`config.mk`:
```
export PLATFORM = sky130hd
export DESIGN_NAME = garage_door_actuator
export DESIGN_NICKNAME = d
export VERILOG_FILES = /design/src/rtl/garage_door_pkg.sv /design/src/rtl/door_step_timer.sv /design/src/rtl/garage_door_actuator.sv
export SDC_FILE = /design/constraint.sdc
export NUM_CORES = 1
export LEC_CHECK = 0
export CORE_ASPECT_RATIO = 0.9
export CORE_MARGIN = 3
export CORE_UTILIZATION = 45
export CTS_CLUSTER_SIZE = 28
export DETAILED_ROUTE_END_ITERATION = 8
export GPL_ROUTABILITY_DRIVEN = 0
export GPL_TIMING_DRIVEN = 1
export PLACE_DENSITY = 0.68
export SYNTH_ARGS = -nofsm -noshare
export SYNTH_HDL_FRONTEND = slang
export SYNTH_SLANG_ARGS = --single-unit
```
`constraint.sdc`:
```
create_clock -name clk -period 1.97 [get_ports clk]
set_input_delay 0.4925 -clock clk [delete_from_list [all_inputs] [get_ports clk]]
set_output_delay 0.4925 -clock clk [all_outputs]
set_load 0.01 [all_outputs]
```
`src/rtl/garage_door_pkg.sv`:
```
// Shared types and default timing for the garage door actuator.
// The state encodings are 3-bit so FAULT fits alongside the four motion states.
package garage_door_pkg;

  localparam int FULL_POS_DEF  = 200;
  localparam int STEP_DIV_DEF  = 4;
  localparam int MOTOR_DLY_DEF = 2;

  typedef enum logic [2:0] {
    ST_STOPPED = 3'd0,
    ST_SPIN_UP = 3'd1,
    ST_RUN_UP  = 3'd2,
    ST_RUN_DN  = 3'd3,
    ST_FAULT   = 3'd4
  } door_state_t;

  localparam logic DIR_UP = 1'b1;
  localparam logic DIR_DN = 1'b0;

endpackage

```
`src/rtl/door_step_timer.sv`:
```
// Step prescaler: while enabled it counts 0..STEP_DIV-1 and pulses step on
// the terminal count; clr returns it to 0.
module door_step_timer
  import garage_door_pkg::*;
#(
  parameter int STEP_DIV = STEP_DIV_DEF
) (
  input  logic clk,
  input  logic rst,
  input  logic en,
  input  logic clr,
  output logic step
);

  localparam int CW = (STEP_DIV > 1) ? $clog2(STEP_DIV) : 1;
  localparam logic [CW-1:0] TERM = CW'(STEP_DIV - 1);

  logic [CW-1:0] cnt;

  // Prescaler counter with synchronous active-low reset.
  always_ff @(posedge clk) begin
    if (!rst) begin
      cnt <= {CW{1'b0}};
    end else if (clr) begin
      cnt <= {CW{1'b0}};
    end else if (en) begin
      cnt <= (cnt == TERM) ? {CW{1'b0}} : cnt + 1'b1;
    end else begin
      cnt <= cnt;
    end
  end

  assign step = en & (cnt == TERM);

endmodule

```
`src/rtl/garage_door_actuator.sv`:
```
// Garage door actuator: motor spin-up, stepped travel between the limits,
// and a latched fault on conflicting up/down commands.
module garage_door_actuator
  import garage_door_pkg::*;
#(
  parameter int POS_W     = 8,
  parameter int FULL_POS  = FULL_POS_DEF,
  parameter int STEP_DIV  = STEP_DIV_DEF,
  parameter int MOTOR_DLY = MOTOR_DLY_DEF
) (
  input  logic             clk,
  input  logic             rst,
  input  logic             UP_M,
  input  logic             DN_M,
  input  logic             fault_clr,
  output logic             UP_Max,
  output logic             DN_Max,
  output logic [POS_W-1:0] Position,
  output logic             Moving,
  output logic             Fault
);

  localparam int SCW = (MOTOR_DLY > 1) ? $clog2(MOTOR_DLY) : 1;
  localparam logic [SCW-1:0]   SPIN_TERM = SCW'(MOTOR_DLY - 1);
  localparam logic [POS_W-1:0] POS_FULL  = POS_W'(FULL_POS);
  localparam logic [POS_W-1:0] POS_ZERO  = {POS_W{1'b0}};
  localparam logic [POS_W-1:0] POS_ONE   = {{(POS_W-1){1'b0}}, 1'b1};

  door_state_t      state, state_nxt;
  logic             dir, dir_nxt;
  logic [SCW-1:0]   spin_cnt, spin_cnt_nxt;
  logic [POS_W-1:0] pos, pos_nxt;
  logic             moving, fault;
  logic             tmr_en, tmr_clr, step;
  logic             up_only, dn_only, both_cmd;
  logic             at_top, at_bot;
  logic             want, opp, opp_blocked;

  assign up_only  = UP_M & ~DN_M;
  assign dn_only  = DN_M & ~UP_M;
  assign both_cmd = UP_M & DN_M;
  assign at_top   = (pos == POS_FULL);
  assign at_bot   = (pos == POS_ZERO);
  assign want     = (dir == DIR_UP) ? up_only : dn_only;
  assign opp      = (dir == DIR_UP) ? dn_only : up_only;
  // Reversing toward a limit the door already sits on is treated as a stop.
  assign opp_blocked = (dir == DIR_UP) ? at_bot : at_top;
  assign tmr_clr  = ~tmr_en;

  door_step_timer #(
    .STEP_DIV (STEP_DIV)
  ) u_step_timer (
    .clk  (clk),
    .rst  (rst),
    .en   (tmr_en),
    .clr  (tmr_clr),
    .step (step)
  );

  // Next-state, direction, spin-up count and position update.
  always_comb begin
    state_nxt    = state;
    dir_nxt      = dir;
    spin_cnt_nxt = spin_cnt;
    pos_nxt      = pos;
    tmr_en       = 1'b0;
    if ((state != ST_FAULT) && both_cmd) begin
      state_nxt = ST_FAULT;
    end else begin
      case (state)
        ST_STOPPED: begin
          if (up_only && !at_top) begin
            state_nxt    = ST_SPIN_UP;
            dir_nxt      = DIR_UP;
            spin_cnt_nxt = {SCW{1'b0}};
          end else if (dn_only && !at_bot) begin
            state_nxt    = ST_SPIN_UP;
            dir_nxt      = DIR_DN;
            spin_cnt_nxt = {SCW{1'b0}};
          end else begin
            state_nxt = ST_STOPPED;
          end
        end
        ST_SPIN_UP: begin
          if (want) begin
            if (spin_cnt == SPIN_TERM) begin
              state_nxt    = (dir == DIR_UP) ? ST_RUN_UP : ST_RUN_DN;
              spin_cnt_nxt = {SCW{1'b0}};
            end else begin
              spin_cnt_nxt = spin_cnt + 1'b1;
            end
          end else if (opp && !opp_blocked) begin
            dir_nxt      = ~dir;
            spin_cnt_nxt = {SCW{1'b0}};
          end else begin
            state_nxt = ST_STOPPED;
          end
        end
        ST_RUN_UP, ST_RUN_DN: begin
          if (want) begin
            tmr_en = 1'b1;
            if (step && (dir == DIR_UP)) begin
              pos_nxt   = pos + POS_ONE;
              state_nxt = ((pos + POS_ONE) == POS_FULL) ? ST_STOPPED : state;
            end else if (step) begin
              pos_nxt   = pos - POS_ONE;
              state_nxt = (pos == POS_ONE) ? ST_STOPPED : state;
            end else begin
              pos_nxt = pos;
            end
          end else if (opp && !opp_blocked) begin
            state_nxt    = ST_SPIN_UP;
            dir_nxt      = ~dir;
            spin_cnt_nxt = {SCW{1'b0}};
          end else begin
            state_nxt = ST_STOPPED;
          end
        end
        ST_FAULT: begin
          if (fault_clr && !UP_M && !DN_M) begin
            state_nxt = ST_STOPPED;
          end else begin
            state_nxt = ST_FAULT;
          end
        end
        default: begin
          state_nxt = ST_STOPPED;
        end
      endcase
    end
  end

  // State and datapath registers; Moving/Fault registered from next state.
  always_ff @(posedge clk) begin
    if (!rst) begin
      state    <= ST_STOPPED;
      dir      <= DIR_UP;
      spin_cnt <= {SCW{1'b0}};
      pos      <= POS_ZERO;
      moving   <= 1'b0;
      fault    <= 1'b0;
    end else begin
      state    <= state_nxt;
      dir      <= dir_nxt;
      spin_cnt <= spin_cnt_nxt;
      pos      <= pos_nxt;
      moving   <= (state_nxt == ST_RUN_UP) || (state_nxt == ST_RUN_DN);
      fault    <= (state_nxt == ST_FAULT);
    end
  end

  assign Position = pos;
  assign UP_Max   = (pos == POS_FULL);
  assign DN_Max   = (pos == POS_ZERO);
  assign Moving   = moving;
  assign Fault    = fault;

endmodule

```
* Word level (Yosys, flattened, before mapping)
Cells that the tools add are included.
** Storage, ports and cells
- Flip-flop bits (word level) :: 17
- Input port bits :: 5
- Output and inout bits :: 12
- Word-level logic and storage cells :: 95
** Cells by class
- Add/subtract/negate cells :: 4
- Equal/unequal tests :: 16
- Mux-type cells :: 34
- Bitwise operators :: 10
- Reduce and logical (&&, ||, !) cells :: 24
** Operator list (count)
- $mux 3 :: 10
- $mux 1 :: 19
- $eq 8x8->1 const B :: 2
- $mux 8 :: 2
- $eq 3x2->1 const B :: 4
- $pmux 3 s4 :: 1
- $add 8x1->8 const B :: 1
- $eq 8x1->1 const B :: 1
- $logic_not 8->1 :: 1
- $reduce_and 4->1 :: 2
- $sub 8x1->8 const B :: 1
- $logic_and 1x1->1 :: 7
- $eq 3x3->1 const B :: 2
- $ne 3x3->1 const B :: 2
- $not 1->1 :: 6
- $reduce_or 3->1 :: 2
- $logic_not 1->1 :: 5
- $reduce_and 5->1 :: 1
- $and 1x1->1 :: 4
- $ne 2x2->1 const B :: 2
- $reduce_bool 2->1 :: 2
- $eq 3x1->1 const B :: 1
- $logic_not 3->1 :: 1
- $pmux 1 s3 :: 1
- 8 further kinds :: 8

* Depth between registers and ports, before layout
Gate-level depths: netlist (run 1).
- Word-level depth :: 14
- Gate-level depth with buffers :: 8
- Depth with buffers taken out :: 8

* Hierarchy
Synthesis (run 1) repeated with hierarchy kept, for this count alone.
** Second synthesis, totals
- Cells, all modules :: 172
- Area, all modules :: 1351.3 um^2
** By module, submodules not included
- garage_door_actuator :: instances 1, cells an instance 162, area an instance 1248.7 um^2, seq. area each 300.3 um^2
- door_step_timer :: instances 1, cells an instance 10, area an instance 102.6 um^2, seq. area each 40.0 um^2

* Least setup slack after synthesis (run 1)
Ideal clock, no wire load.
- Kind :: register to register
- From :: register pos[0] (netlist: Position[0])
- To :: register state[0]
- Library setup time :: 79 ps
- Arrival time :: 1794 ps
- Required time :: 1891 ps
- Slack :: 97 ps
- Stages on the path, launching flop included :: 9
- Path buffers :: 0
- Clock period less this slack :: 1873 ps
- Path through :: dfxtp_1 > inv_1 > ha_1 > and4_1 > nand2_1 > nor3_1 > o31a_1 > o211a_1 > a211oi_2
** Between the ends
- Word-level cells in the longest chain between the ends :: 8
- Elaborated cells on any way between the ends :: 24
- Classes of those cells :: add/sub (1); eq/ne (3); mux (13); reduce/logical (7)
** RTL lines
- start: declaration :: line garage_door_actuator.sv:32 : logic [POS_W-1:0] pos, pos_nxt;
- start signal: assignment :: line garage_door_actuator.sv:146 : pos <= pos_nxt;
- parallel branches: the longest is 6 deep, another holds $add 8x1->8
- $pmux 3 s4 (*) :: line garage_door_actuator.sv:70 : case (state)
- $mux 3 (*) :: line garage_door_actuator.sv:67 : if ((state != ST_FAULT) && both_cmd) begin
- end signal: assignment :: line garage_door_actuator.sv:143 : state <= state_nxt;
- end: declaration :: line garage_door_actuator.sv:29 : door_state_t state, state_nxt;
Every way passes the cells marked *.
A chain may end at the register's enable or synchronous reset.

* Final worst setup path (run 1)
- From :: input UP_M
- To :: register state[0]
** Between the ends
- Word-level cells in the longest chain between the ends :: 12
- Elaborated cells on any way between the ends :: 25
- Classes of those cells :: mux (15); bitwise (5); reduce/logical (5)
** RTL lines
- start: declaration :: line garage_door_actuator.sv:13 : input logic UP_M,
- $not 1->1 :: line garage_door_actuator.sv:40 : assign dn_only = DN_M & ~UP_M;
- $and 1x1->1 :: line garage_door_actuator.sv:40
- $mux 1 :: line garage_door_actuator.sv:44 : assign want = (dir == DIR_UP) ? up_only : dn_only;
- $mux 1 :: line garage_door_actuator.sv:100 : if (want) begin
- $mux 1 :: line garage_door_actuator.sv:70
- $mux 1 :: line garage_door_actuator.sv:67
- $and 1x1->1 :: line door_step_timer.sv:33 : assign step = en & (cnt == TERM);
- $mux 3 or $logic_and 1x1->1 (tied branches) :: line garage_door_actuator.sv:105, garage_door_actuator.sv:102
- $mux 3 :: line garage_door_actuator.sv:102 : if (step && (dir == DIR_UP)) begin
- $mux 3 :: line garage_door_actuator.sv:100
- $pmux 3 s4 :: line garage_door_actuator.sv:70
- $mux 3 (*) :: line garage_door_actuator.sv:67
Every way passes the cells marked *; elsewhere a longest branch is shown, timed or not.

==> results of run 1 <==
per-layer routing:
metal  global-route usage  routed length, um  up-vias
met2                0.296               1400       58
met4               0.0588                 48        0
li1                     -                  -      637
met1                0.306               1480      581
met5                    0                  0        -
met3               0.0678                264        8
per-stage QoR:
step	TNS, ns	cell area, um2
floorplan	0	1210
global placement	-1.88	1560
detailed placement	-2.12	1560
CTS	0	1590
global route	-0.217	1640
finish	0	1640
registers in the layout, summed over array words and instances, names as in the netlist:
name,flops
Position,8
state,3
u_step_timer.cnt,2
Fault,1
Moving,1
dir,1
spin_cnt,1
synth_stat cells, types with 2 or more instances:
| cell | count | share of area |
|---|---|---|
| nor2_1 | 16 | 0.050 |
| a21oi_1 | 12 | 0.050 |
| nor2b_1 | 4 | 0.021 |
| xnor2_1 | 4 | 0.029 |
| inv_1 | 9 | 0.028 |
| or3_1 | 3 | 0.015 |
| o211ai_1 | 4 | 0.025 |
| and4_1 | 3 | 0.022 |
| a22o_1 | 2 | 0.014 |
| nand4_1 | 2 | 0.010 |
| o21ai_1 | 4 | 0.017 |
| nand2b_1 | 4 | 0.021 |
| nor3_1 | 5 | 0.021 |
| dfxtp_1 | 17 | 0.28 |
| nand3_1 | 5 | 0.021 |
| nor4_1 | 5 | 0.026 |
| buf_6 | 2 | 0.019 |
| nand2_1 | 11 | 0.034 |
| ha_1 | 5 | 0.052 |
| mux2i_1 | 2 | 0.017 |
| a31oi_1 | 4 | 0.021 |
| nand3b_1 | 2 | 0.012 |
| o21a_1 | 2 | 0.012 |
| buf_2 | 4 | 0.017 |
worst max-delay path, stage by stage:
cell             delay, ns
clkdlybuf4s50_1       0.46
nand2b_4              0.17
buf_4                 0.14
nor4_1                0.35
nand4_1               0.19
nand3_1               0.12
o211a_1               0.15
a211oi_2              0.04
cell families after synthesis:
| group | synth area share |
|---|---|
| simple gates | 0.321 |
| compound gates | 0.215 |
| flops | 0.281 |
| buf+inv | 0.0661 |
| xor+xnor | 0.0362 |
| fa+ha+maj | 0.0517 |
| mux | 0.0289 |
worst paths after layout:
kind	from	endpoint	slack (ns)	cells after the start
worst max-delay path	UP_M	state[0]	0.02	8
worst min-delay path	u_step_timer.cnt[0]	u_step_timer.cnt[0]	0.44	1
worst max register to register	Position[0]	state[0]	0.11	7
worst min register to register	u_step_timer.cnt[0]	u_step_timer.cnt[0]	0.44	1
power groups by stage:
| stage | sequential, mW | combinational, mW | clock, mW |
|---|---|---|---|
| after floorplan | 0.357 | 0.0267 | 0 |
| after CTS | 0.349 | 0.0559 | 0.199 |
| final | 0.350 | 0.0593 | 0.191 |
| after global placement | 0.357 | 0.0551 | 0 |
| after detailed placement | 0.357 | 0.0558 | 0 |
| after global routing | 0.350 | 0.0659 | 0.213 |
timing repair:
action | CTS | global route
pin swaps | 3 | 1
resized for setup | 7 | 16
setup endpoints to repair | 2 | 11
final cells by class:
class                           count  area (um2)
Clock inverter                      1        5.00
Multi-Input combinational cell    121         842
Inverter                            9        33.8
Fill cell                         223         870
Tap cell                           28        35.0
Timing Repair Buffer               41         355
Sequential cell                    17         347
Clock buffer                        3        22.5
==> flow_summary.toml, run 1 <==
[detailed_routing]
wl_um = 3190
drt-vias-per-instance = 5.84
ant_nets = 0
wl_per_cell_um = 14.5
vias = 1284
drcViolationCount = 0
drt_iter0_drc = 75
firstDrtPassIters = 4

[synth]
syn_area_mm2 = 0.00121
syn_inst = 154
syn-num-nets = 164
ys_ff_latch = 17
seq_area_frac_synth = 0.281
avgSynthCellArea_um2 = 7.86
yosys_warnings = 0
synth_top_flop_cell = "dfxtp_1"
synth.distinct_cells = 47
synth_edf_count = 0
synthArstFlopShare = 0

[sta]
setup_violations = 0
slew_headroom = 0.736
slew_viol_final = 0
period_minus_slack_ns = 1.95
whs_ns = 0.439
period_share = 0.992
grt_setup_unrepaired = "yes"
hold_viol = 0
worstMarginPinSlew_ns = 0.392
max_clock_freq_mhz = 512
worst_slack_ns = 0.0165
clock_skew_ns = 0.00234

[power_and_ir_drop]
pwr-share-seq = 0.582
vdd_drop_max_mv = 0.284
p_per_area_mw_per_mm2 = 366
power_frac_comb = 0.099
p_int_mw = 0.452
leakage_nw = 0.641
clkPwrFrac = 0.319
p_switching_mw = 0.149
p_sw_frac = 0.247
power.total_mw = 0.600

[layout]
finalNonFillerCells = 220
drive_gt1_frac = 0.276
final_common_cell = "buf_4"
fin_util = 0.654
final_cell_mix = "buf_4, nor2_1, dfxtp_1, clkdlybuf4s50_1, a21oi_1"
diodes = 0
fin_nets = 203
syn_to_final_growth_pct = 35.4

[placement]
place.detailed.hpwl_um = 2400
dpl.cell_count = 216
post-place-ws_ns = -0.275
port_buffers = 16

[die]
rows = 17
ioPinCount = 17
die_y_um = 55.2
core_area_mm2 = 0.00251
initial_core_util = 0.483
die_area_mm2 = 0.00335
die_x_um = 60.7

[grt]
grt_pass1_vias = 1247
antenna_found_initial = 0
grt_usage = 0.211
grt_first_pass_wirelength_um = 5580
grt_max_degree = 21
grt-ovfl-total = 0

[worst_setup_path]
worstPathRequired_ns = 2.15
critPathLaunchType = "primary input"
worstSetupPathType = "primary input to register"
cp-end-kind = "register"
crit_arrival_ns = 2.13
crit_path_max_fanout = 4

[clock_tree]
cts_buffers = 3
numClockSinks = 17
cts_hold_buffers = 0
clkTransAtPathRegs_ns = 0.10
htreeDepth = 1
ctsRootBufferMaster = "clkbuf_4"
post_cts_buffers = 0
clock_path_buffers = 2
clk_latency_ns = 0.29
cts_tree = "built"

[worst_hold_path]
hp-class = "register to register"

[status]
status = "finished clean"

[run]
cap_violations = 0
(Power assumes the default switching activity.)
==> run 2: changes to the inputs <==
CORE_MARGIN = not set   (was 3)
PLACE_DENSITY = 0.73   (was 0.68)
==> run 2 against run 1 <==
The run now ends with DRC left. Sequential power barely moved. Design area increased by 0.76%. First-iteration DRC count decreased by 27%.
==> flow_summary.toml, run 2 (same netlist as run 1, synthesis figures left out) <==
[status]
status = "complete, but fails checks"
violations = "DRC"

[die]
core_area_mm2 = 0.00251
initial_core_util = 0.483
die_y_um = 51.2
die_x_um = 56.7
ioPinCount = 17
die_area_mm2 = 0.00290
rows = 17

[detailed_routing]
drt-met1-wl_um = 1490
highest_layer = "met4"
wl_per_cell_um = 13.8
firstDrtPassIters = 7
drcViolationCount = 2
wl_met2_um = 1400
wl_um = 3110
drt-vias-per-instance = 5.78
vias = 1306
dr_wl_met3_um = 192
ant_nets = 0
drt_iter0_drc = 55

[worst_setup_path]
r2r_cells = 10
cp-end-kind = "output pin"
slowest_delay_ns = 0.53
crit_arrival_ns = 1.40
crit_chain = "buf_4 > clkdlybuf4s50_1"
worstPathRequired_ns = 1.48
worstSetupPathType = "register to output pin"
cpMaxStageDelayCell = "clkdlybuf4s50_1"
crit_path_max_fanout = 7
critPathLaunchType = "register"
ff2ff_setup_slack_ns = 0.09

[layout]
drive_gt1_frac = 0.278
finalNonFillerCells = 226
largest_reg_flops = 8
final_common_cell = "buf_4"
multi_input_area_um2 = 825
diodes = 0
syn_to_final_growth_pct = 36.5
fillers = 221
final_cell_mix = "buf_4, nor2_1, dfxtp_1, a21oi_1, clkdlybuf4s50_1"
regArea_um2 = 348
fin_nets = 209

[placement]
port_buffers = 16
place.detailed.hpwl_um = 2390
dpl.cell_count = 217

[clock_tree]
clock_path_buffers = 2
cts_hold_buffers = 0
htreeDepth = 1
cts_buffers = 3
numClockSinks = 17
ctsRootBufferMaster = "clkbuf_4"
cts_tree = "built"
clk_latency_ns = 0.29
clkTransAtPathRegs_ns = 0.10

[sta]
max_clock_freq_mhz = 527
grt_setup_unrepaired = "no"
setup_violations = 0
period_share = 0.963
worstMarginPinSlew_ns = 0.416
tns_ns = 0
period_minus_slack_ns = 1.90
clock_skew_ns = 0.000538
slew_viol_final = 0
hold_viol = 0
slew_headroom = 0.722

[grt]
grt-ovfl-total = 0
grt_pass1_vias = 1158
grt_first_pass_wirelength_um = 5230
grt_max_degree = 17
grt_usage = 0.235
antenna_found_initial = 0

[worst_hold_path]
hold_path_depth = 1
hp-class = "register to register"

[power_and_ir_drop]
p_per_area_mw_per_mm2 = 360
leakage_nw = 0.646
vdd_drop_max_mv = 0.269

[run]
cap_violations = 0
[run 2: changes by cell type in the layout (fill, tap and decap cells not counted), sizes merged]
cell	change
buf	+6
dlygate4sd2	+1
dlymetal6s2s	-1
[run 2: worst paths after layout]
check	end	start
worst max register to register	state[0]	Position[7]
worst min-delay path	u_step_timer.cnt[0]	u_step_timer.cnt[0]
worst min register to register	u_step_timer.cnt[0]	u_step_timer.cnt[0]
worst max-delay path	Position[3]	Position[3]
[run 2: critical path, delay by kind of cell, from the launching register on]
family,cells,cell delay [ns]
buffers and inverters,2,0.71
flip-flops,1,0.40
[run 2: layout make-up]
| type | count | share of cell area |
|---|---|---|
| Inverter | 9 | 0.0204 |
| Clock buffer | 3 | 0.0136 |
| Multi-Input combinational cell | 121 | 0.499 |
| Tap cell | 28 | 0.0212 |
| Sequential cell | 17 | 0.210 |
| Timing Repair Buffer | 47 | 0.232 |
| Clock inverter | 1 | 0.00303 |
[run 2: per-stage QoR]
| step | setup slack [ns] | hold slack [ns] | area (um2) | power, mW | utilization |
|---|---|---|---|---|---|
| 6_report | 0.0735 | 0.443 | 1650 | 0.595 | 0.659 |
| 5_1_grt | 0.00236 | 0.461 | 1650 | 0.629 | 0.659 |
| 4_1_cts | 0.0211 | 0.442 | 1630 | 0.604 | 0.649 |
| 3_5_place_dp | -0.409 | 0.428 | 1560 | 0.413 | 0.620 |
| 3_3_place_gp | -0.289 | 0.416 | 1560 | 0.412 | 0.620 |
| 2_1_floorplan | 0.0967 | 0.408 | 1210 | 0.384 | - |
[run 2: power by group]
| part | internal [mW] | switching [mW] |
|---|---|---|
| Combinational | 0.0294 | 0.0292 |
| Clock | 0.0756 | 0.113 |
| Sequential | 0.345 | 0.00339 |
[run 2: routing by layer]
| layer | up-vias | global-route usage |
|---|---|---|
| li1 | 653 | - |
| met1 | 608 | 0.323 |
| met2 | 41 | 0.375 |
| met3 | 4 | 0.0532 |
| met4 | 0 | 0.0500 |
| met5 | - | 0 |
[run 2: repair_timing]
action	4_1_cts	5_1_grt
endpoints found under the setup margin	10	9
setup buffers	3	2
hold endpoints to repair	0	0
resized for setup	11	8
pin swaps	3	4
==> run 3: changes to the inputs <==
CAP_MARGIN = 25   (was not set)
==> results of run 3 <==
Final layout, timing and power as in run 2 (identical DEF).
